### config.mk
export PLATFORM = sky130hd
export DESIGN_NAME = dmux4way16_router
export DESIGN_NICKNAME = d
export VERILOG_FILES = /design/src/rtl/dmux4way16_router_pkg.sv /design/src/rtl/dmux4way16_router_lane.sv /design/src/rtl/dmux4way16_router.sv
export SDC_FILE = /design/constraint.sdc
export NUM_CORES = 1
export LEC_CHECK = 0
export ABC_AREA = 1
export BUFFER_PORTS_ARGS = -buffer_cell sky130_fd_sc_hd__clkbuf_2
export CELL_PAD_IN_SITES_DETAIL_PLACEMENT = 1
export CELL_PAD_IN_SITES_GLOBAL_PLACEMENT = 1
export CORE_UTILIZATION = 37
export DETAILED_ROUTE_END_ITERATION = 6
export PLACE_DENSITY = 0.76
export SETUP_SLACK_MARGIN = 0.3
export SLEW_MARGIN = 20
export SYNTH_ARGS = -nofsm -noshare
export SYNTH_HDL_FRONTEND = slang
export SYNTH_SLANG_ARGS = --single-unit
### constraint.sdc
create_clock -name clk -period 1.8 [get_ports clk]
set_input_delay 0.18 -clock clk [delete_from_list [all_inputs] [get_ports clk]]
set_output_delay 0.18 -clock clk [all_outputs]
set_load 0.01 [all_outputs]
### src/rtl/dmux4way16_router_pkg.sv
// -----------------------------------------------------------------------------
// hack_pkg
// Shared constants and types for the 4-way 16-bit demultiplexing router.
//   WORD_W        : data word width (16)
//   LANES         : number of output lanes (4)
//   SEL_W         : lane select width (2)
//   word_t        : one data word
//   sel_t         : lane select value
//   LANE_A..LANE_D: select encodings for lanes a..d
// -----------------------------------------------------------------------------
package hack_pkg;

    localparam int WORD_W = 16;
    localparam int LANES  = 4;
    localparam int SEL_W  = 2;

    typedef logic [WORD_W-1:0] word_t;
    typedef logic [SEL_W-1:0]  sel_t;

    localparam sel_t LANE_A = 2'd0;
    localparam sel_t LANE_B = 2'd1;
    localparam sel_t LANE_C = 2'd2;
    localparam sel_t LANE_D = 2'd3;

endpackage : hack_pkg

### src/rtl/dmux4way16_router_lane.sv
// -----------------------------------------------------------------------------
// dmux_lane
// One-entry output buffer for a single router lane.
//   clk        : clock, rising edge
//   rst_n      : asynchronous active-low reset (clears full flag and data)
//   load       : write load_data into the buffer this cycle
//   load_data  : word to store
//   out_ready  : consumer takes the stored word this cycle
//   valid      : buffer holds a word
//   data       : stored word (held after draining)
//   can_accept : buffer can take a word this cycle (empty, or draining now)
// -----------------------------------------------------------------------------
module dmux_lane
    import hack_pkg::*;
(
    input  logic  clk,
    input  logic  rst_n,
    input  logic  load,
    input  word_t load_data,
    input  logic  out_ready,
    output logic  valid,
    output word_t data,
    output logic  can_accept
);

    logic  r_full;
    word_t r_data;

    // Load has priority over drain so a same-cycle load/drain keeps the
    // lane full with the new word.
    always_ff @(posedge clk or negedge rst_n) begin
        if (!rst_n) begin
            r_full <= 1'b0;
            r_data <= '0;
        end else if (load) begin
            r_full <= 1'b1;
            r_data <= load_data;
        end else if (r_full && out_ready) begin
            r_full <= 1'b0;
        end
    end

    assign valid      = r_full;
    assign data       = r_data;
    assign can_accept = ~r_full | out_ready;

endmodule : dmux_lane

### src/rtl/dmux4way16_router.sv
// -----------------------------------------------------------------------------
// dmux4way16_router
// Routes a 16-bit valid/ready word stream to one of four lanes by in_sel.
// Each lane has its own one-entry register, so a stalled lane only blocks
// words addressed to that lane.
//   clk       : clock, rising edge
//   rst_n     : asynchronous active-low reset
//   in_valid  : producer presents a word
//   in_ready  : word accepted this cycle (combinational from in_sel,
//               lane state and out_ready)
//   in_data   : word to route
//   in_sel    : destination lane (00=a, 01=b, 10=c, 11=d)
//   out_valid : bit i set when lane i holds a word
//   out_ready : bit i set when consumer i takes lane i's word
//   out_a..d  : lane data registers
// -----------------------------------------------------------------------------
module dmux4way16_router
    import hack_pkg::*;
(
    input  logic             clk,
    input  logic             rst_n,
    input  logic             in_valid,
    output logic             in_ready,
    input  word_t            in_data,
    input  sel_t             in_sel,
    output logic [LANES-1:0] out_valid,
    input  logic [LANES-1:0] out_ready,
    output word_t            out_a,
    output word_t            out_b,
    output word_t            out_c,
    output word_t            out_d
);

    logic [LANES-1:0] w_can_accept;
    logic [LANES-1:0] w_load;
    word_t            w_data [LANES];

    assign in_ready = w_can_accept[in_sel];

    always_comb begin
        w_load = '0;
        for (int unsigned i = 0; i < LANES; i++) begin
            w_load[i] = in_valid && in_ready && (in_sel == sel_t'(i));
        end
    end

    for (genvar g = 0; g < LANES; g++) begin : g_lane
        dmux_lane u_lane (
            .clk        (clk),
            .rst_n      (rst_n),
            .load       (w_load[g]),
            .load_data  (in_data),
            .out_ready  (out_ready[g]),
            .valid      (out_valid[g]),
            .data       (w_data[g]),
            .can_accept (w_can_accept[g])
        );
    end

    assign out_a = w_data[LANE_A];
    assign out_b = w_data[LANE_B];
    assign out_c = w_data[LANE_C];
    assign out_d = w_data[LANE_D];

endmodule : dmux4way16_router

# Word level (Yosys, flattened, before mapping)
# Cells that the tools add are included.
totals:
  elab_cells: 44
  out_inout_bits: 69
  ff_bits: 68
op_classes:
  n_bitwise: 8
  eq_ne: 3
  n_mux: 10
  n_reduce_logical: 14
  n_lt_le_gt_ge: 1
ops:
  columns: ["op", "count"]
  rows:
  - ["1-bit logical AND", 9]
  - ["1-bit 2-to-1 mux", 9]
  - ["2-bit nonzero test", 4]
  - ["2-bit equality test, second input constant", 2]
  - ["1-bit NOT", 4]
  - ["1-bit bitwise OR", 4]
  - ["2-bit by 3-bit < comparator with 1-bit output, second input constant", 1]
  - ["1-bit binary-select mux with 2-bit select", 1]
  - ["2-bit by 1-bit equality test with 1-bit output, second input constant", 1]
  - ["2-bit logical NOT", 1]

# Longest topological paths before layout
logic_depth:
  word_depth: 7
  ltp_mapped: 9
  depth_no_buf: 8

# Modules after synthesis
# Synthesis repeated with hierarchy kept, for this count alone.
hier_totals:
  cells_unflattened: 308
  area_unflattened_um2: 2797.7
by_module_without_submodules:
  columns: ["mod", "cells_each", "instances", "area_per_inst_um2", "seq_area_each_um2"]
  rows:
  - ["dmux_lane", 72, 4, 675.6, 425.4]
  - ["dmux4way16_router", 20, 1, 95.1, 0.0]

# Worst setup path after synthesis
# OpenSTA, ideal clock, no wires.
synth_path:
  kind: "reg2reg"
  from: "reg g_lane[0].u_lane.r_full"
  to: "reg g_lane[2].u_lane.r_data[10]"
  path_buffers: 1
  arrival_time_ns: 1.181
  setup_ns: 0.117
  stages_incl_launch_ff: 10
  path_slack_ns: 0.502
  required_time_ns: 1.683
  synth_period_minus_slack_ns: 1.298
  cell_sequence: "dfrtp_1 -> inv_1 -> nor2_1 -> nand2_1 -> nand2_1 -> nor2_4 -> nand3_2 -> buf_4 -> nand2_1 -> nand2_1"
synth_via:
  elab_chain_len: 6
synth_lines:
  columns: ["item", "line", "source"]
  rows:
  - ["start: declaration", "dmux4way16_router_lane.sv:26", "logic r_full;"]
  - ["start signal: assignment", "dmux4way16_router_lane.sv:33", "r_full <= 1'b0;"]
  - ["start signal: assignment", "dmux4way16_router_lane.sv:36", "r_full <= 1'b1;"]
  - ["start signal: assignment", "dmux4way16_router_lane.sv:39", "r_full <= 1'b0;"]
  - ["1-bit NOT", "dmux4way16_router_lane.sv:45", "assign can_accept = ~r_full | out_ready;"]
  - ["1-bit bitwise OR", "dmux4way16_router_lane.sv:45", null]
  - ["1-bit binary-select mux with 2-bit select", "dmux4way16_router.sv:38", "assign in_ready = w_can_accept[in_sel];"]
  - ["1-bit 2-to-1 mux (not written as such)", "dmux4way16_router.sv:38", null]
  - ["1-bit logical AND (2 in a row)", "dmux4way16_router.sv:43", "w_load[i] = in_valid && in_ready && (in_sel == sel_t'(i));"]
  - ["end signal: assignment", "dmux4way16_router_lane.sv:37", "r_data <= load_data;"]
  - ["end: declaration", "dmux4way16_router_lane.sv:27", "word_t r_data;"]
# No other way between the ends. The select of a mux whose other input is x is not followed.
# A chain may end at the register's enable or synchronous reset.

# Worst setup path in the final report
layout_path:
  from: "reg g_lane[0].u_lane.r_full"
  to: "out in_ready"
layout_via:
  elab_chain_len: 4
layout_lines:
  columns: ["item", "line", "source"]
  rows:
  - ["1-bit NOT", "dmux4way16_router_lane.sv:45", null]
  - ["1-bit bitwise OR", "dmux4way16_router_lane.sv:45", null]
  - ["1-bit binary-select mux with 2-bit select", "dmux4way16_router.sv:38", null]
  - ["1-bit 2-to-1 mux (not written as such)", "dmux4way16_router.sv:38", null]
  - ["end: declaration", "dmux4way16_router.sv:23", "output logic in_ready,"]
# No other way between the ends. The select of a mux whose other input is x is not followed.

==> qor.tcl <==
set qor(routedWlPerCell_um) 17.4
set qor(yosys.area.top_type) {sky130_fd_sc_hd__dfrtp_1}
set qor(global_route.usage.total_pct) 22.7
set qor(yosysSeqAreaShare_pct) 58.0
set qor(leakagePower_nw) 2.08
set qor(drt-vias-per-instance) 5.24
set qor(shortest_clock_period_the_worst_path_allows_after_layout_ps) 1520
set qor(synth_compound_gate_area_share_pct) 0.683
set qor(top_ports) 94
set qor(num_rows) 32
set qor(drcViolationCount) 0
set qor(detailed_place_hpwl_um) 5760
set qor(finalNetCount) 441
set qor(cts.sink_count) 68
set qor(antenna_found_initial) 0
set qor(timing.reg2reg.setup_slack_ps) 290
set qor(grt_first_pass_wirelength_um) 14500
set qor(tritoncts) {done}
set qor(worstPathBufferInverterCount) 3
set qor(timing.final.max_slew_violations) 0
set qor(worst_r2r_path_depth) 9
set qor(crit_fanout) 4
set qor(async_flop_share_pct) 100
set qor(rsz0062_at_grt) {yes}
set qor(port_buffers) 93
set qor(yosys_warnings) 0
set qor(finish.instance_area_mm2) 0.00379
set qor(crit_path_start_kind) {flop}
set qor(routed_wl_um) 9070
set qor(post-route-period-util_pct) 84.4
set qor(synth_area_per_cell_um2) 9.25
set qor(kind_of_capture_point_of_the_worst_setup_path) {output port}
set qor(yosysTopAreaCellShare_pct) 58.0
set qor(max_freq_mhz) 658
set qor(drive_above_1_share_pct) 33.6
set qor(cap_viol_max_count) 0
set qor(synth_enable_flop_cells) 0
set qor(timing.hold.worst.class) {input port to flop}
set qor(critical_path.reg2reg.endpoint) {g_lane[0].u_lane.data[4]}
set qor(clock_insertion_delay_worst_skew_ps) 340
set qor(min-delay-start) {out_ready[2]}
set qor(worstHoldEndpoint) {g_lane[2].u_lane.valid}
set qor(synthTopCellsByArea) {sky130_fd_sc_hd__dfrtp_1 58%, sky130_fd_sc_hd__nand2_1 17%, sky130_fd_sc_hd__nand4_1 14%, sky130_fd_sc_hd__buf_6 3.1%, sky130_fd_sc_hd__buf_4 1.5%}
set qor(dieWidth_um) 91.0
set qor(cpLargestDelayFamily) {flip-flops}
set qor(maximum_number_of_pins_on_one_net_before_global_route_repair) 69
set qor(ys_dominant_reg_cell) {sky130_fd_sc_hd__dfrtp_1}
set qor(sequence_of_cells_on_the_critical_path) {inv_2 > nor2_1 > nand2_1 > nand2_2 > nor2_4 > buf_12 > buf_8}
set qor(start_util_pct) 38.1
set qor(ctsRootBufferMaster) {sky130_fd_sc_hd__clkbuf_8}
set qor(max-clock-path-buffers) 2
set qor(post-synth-top-count-cell) {sky130_fd_sc_hd__nand2_1}
set qor(synth_commonest_cells) {135 x sky130_fd_sc_hd__nand2_1, 68 x sky130_fd_sc_hd__dfrtp_1, 64 x sky130_fd_sc_hd__nand4_1, 9 x sky130_fd_sc_hd__clkbuf_1, 8 x sky130_fd_sc_hd__buf_6}
set qor(hold_depth) 2
set qor(power_density_mw_per_mm2) 1060
set qor(synth_xor_area_share_pct) 0
set qor(synth_cell_area_mm2) 0.00293
set qor(finalHoldViolations) 0
set qor(netlist_instances) 317
set qor(outcome) {finished, final reports clean}
set qor(main_combinational_cell_family_by_area_after_synthesis) {simple AND/OR/NAND/NOR gates}
set qor(via_count_of_the_first_global_routing_pass) 2769
set qor(routed-via-count) 2736
set qor(tightest_slew_ps) 699
set qor(synthAdderAreaFrac_pct) 0
set qor(drt_pass1_iterations) 4
set qor(power.total_mw) 4.02
set qor(timing.setup.critical_path_class) {flop to output port}
set qor(clkSlewWorstSetupHoldPaths_ps) 70
set qor(finalClockSkew_ps) 6.11
set qor(syn_nets) 342
set qor(area_inside_the_core_boundary_mm2) 0.00769
set qor(worst_ir_drop_on_vdd_v) 0.000396
set qor(initialDrtViolationCount) 132
set qor(htree_num_levels) 3
set qor(place.gp.congestion) 0.732
set qor(finalSetupViolations) 0
set qor(globalRoute.totalOverflow) 0
set qor(numCtsBuffers) 9
set qor(synthMuxAreaShare_pct) 0
set qor(dpl-instance-area_mm2) 0.00343
set qor(die_h_um) 91.0
set qor(die_area_mm2) 0.00828
set qor(yosys_register_bits) 68
set qor(timing.rr.start) {g_lane[0].u_lane.valid}
set qor(max-slew-margin-rel_pct) 53.4
set qor(post_synthesis_share_of_cell_area_spent_on_and_or_nand_and_nor_gates_pct) 34.0
set qor(crit_path_top_delay_cell) {sky130_fd_sc_hd__dfrtp_1}
set qor(setup_tns_ps) 0
set qor(cp_slowest_stage_delay_ps) 390
set qor(fin_util_pct) 49.4
set qor(drtAntennaViolNets) 0
set qor(area_growth_pct) 29.4
set qor(required_time_at_the_endpoint_of_the_critical_path_ps) 1620
set qor(netlist-cell-type-count) 15
set qor(diodes) 0
set qor(worst_path_arrival_ps) 1340
-- final cells by class --
cell class              count  area (um^2)
clock buffers              12          135
multi-input cells         219         1110
clock inverters             3         15.0
fillers                   941         3890
well taps                 102          128
repair buffers            111          679
inverters                   7         26.3
flip-flops and latches     68         1700
-- worst max path at each step --
stage / endpoint / startpoint / cells after the start
after floorplan: g_lane[2].u_lane.data[10] / g_lane[0].u_lane.valid / 9
after global placement: g_lane[0].u_lane.data[12] / g_lane[1].u_lane.valid / 8
after detailed placement: g_lane[2].u_lane.data[10] / g_lane[0].u_lane.valid / 8
after CTS: in_ready / g_lane[3].u_lane.valid / 7
after global routing: g_lane[2].u_lane.data[5] / g_lane[1].u_lane.valid / 9
final: in_ready / g_lane[0].u_lane.valid / 7
-- report_power, final --
| group | switching, mW | leakage [nW] | total, mW | internal, mW |
|---|---|---|---|---|
| sequential | 0.175 | 0.852 | 1.99 | 1.82 |
| clock | 0.544 | 0.0800 | 1.03 | 0.487 |
| combinational | 0.603 | 1.14 | 1.00 | 0.397 |
| total | 1.32 | 2.08 | 4.02 | 2.70 |
-- layout by cell type, fill, tap and decap left out --
| master | count |
|---|---|
| sky130_fd_sc_hd__nand4_1 | 64 |
| sky130_fd_sc_hd__clkinv_2 | 3 |
| sky130_fd_sc_hd__nand3_2 | 2 |
| sky130_fd_sc_hd__buf_8 | 1 |
| sky130_fd_sc_hd__buf_2 | 1 |
| sky130_fd_sc_hd__dfrtp_1 | 68 |
| sky130_fd_sc_hd__nor2_4 | 2 |
| sky130_fd_sc_hd__nand2_2 | 2 |
| sky130_fd_sc_hd__bufbuf_16 | 1 |
| sky130_fd_sc_hd__nor2_2 | 3 |
| sky130_fd_sc_hd__inv_2 | 4 |
| sky130_fd_sc_hd__clkbuf_2 | 91 |
| sky130_fd_sc_hd__dlygate4sd3_1 | 1 |
| sky130_fd_sc_hd__buf_4 | 12 |
| sky130_fd_sc_hd__buf_12 | 3 |
| sky130_fd_sc_hd__buf_6 | 1 |
| sky130_fd_sc_hd__o21ai_0 | 4 |
| sky130_fd_sc_hd__nand2_1 | 133 |
| sky130_fd_sc_hd__nand3_4 | 6 |
| sky130_fd_sc_hd__clkbuf_8 | 9 |
| sky130_fd_sc_hd__clkbuf_1 | 3 |
| sky130_fd_sc_hd__nor2_1 | 3 |
| sky130_fd_sc_hd__inv_1 | 3 |
-- worst register-to-register path, delay by kind of cell (launching register included) --
family | cells | cell delay [ps]
AND/OR/NAND/NOR | 7 | 750
buffers and inverters | 2 | 280
flip-flops | 1 | 390
-- layer usage --
metal	routed length [um]	GRT usage (%)	part of all wire [%]	vias to the layer above
li1	-	-	-	1272
met2	4540	38.6	50	86
met3	451	3.60	5.0	11
met1	3940	29.3	43	1367
met4	140	8.33	1.5	0
met5	0	0	0	-
-- flip-flops by register name, summed over array words and instances (netlist names) --
register and cells:
g_lane.u_lane.data 64, g_lane.u_lane.valid 4
-- repair_timing --
item / in CTS / in global routing
cloned: 1 / 4
hold endpoints to repair: 68 / 0
hold buffers: 1 / 0
buffers inserted: 5 / 1
endpoints found under the setup margin: 67 / 69
pin swaps: 3 / 2
gates resized for setup: 13 / 8
-- cells by family (layout without fill, tap and decap cells) --
group / count (synthesis) / count (layout)
AO/OA/AOI/OAI: 4 / 4
buffers and inverters: 34 / 133
flip-flops: 68 / 68
AND/OR/NAND/NOR: 211 / 215
-- per-stage QoR --
stage / hold slack, ps / cells / worst slack, ps
after floorplan: -116 / 317 / 502
after global placement: 231 / 495 / 326
after detailed placement: 232 / 495 / 234
after CTS: 52.1 / 517 / 245
after global routing: 80.5 / 522 / 215
final: 62.9 / 522 / 281
(Power assumes the default switching activity.)
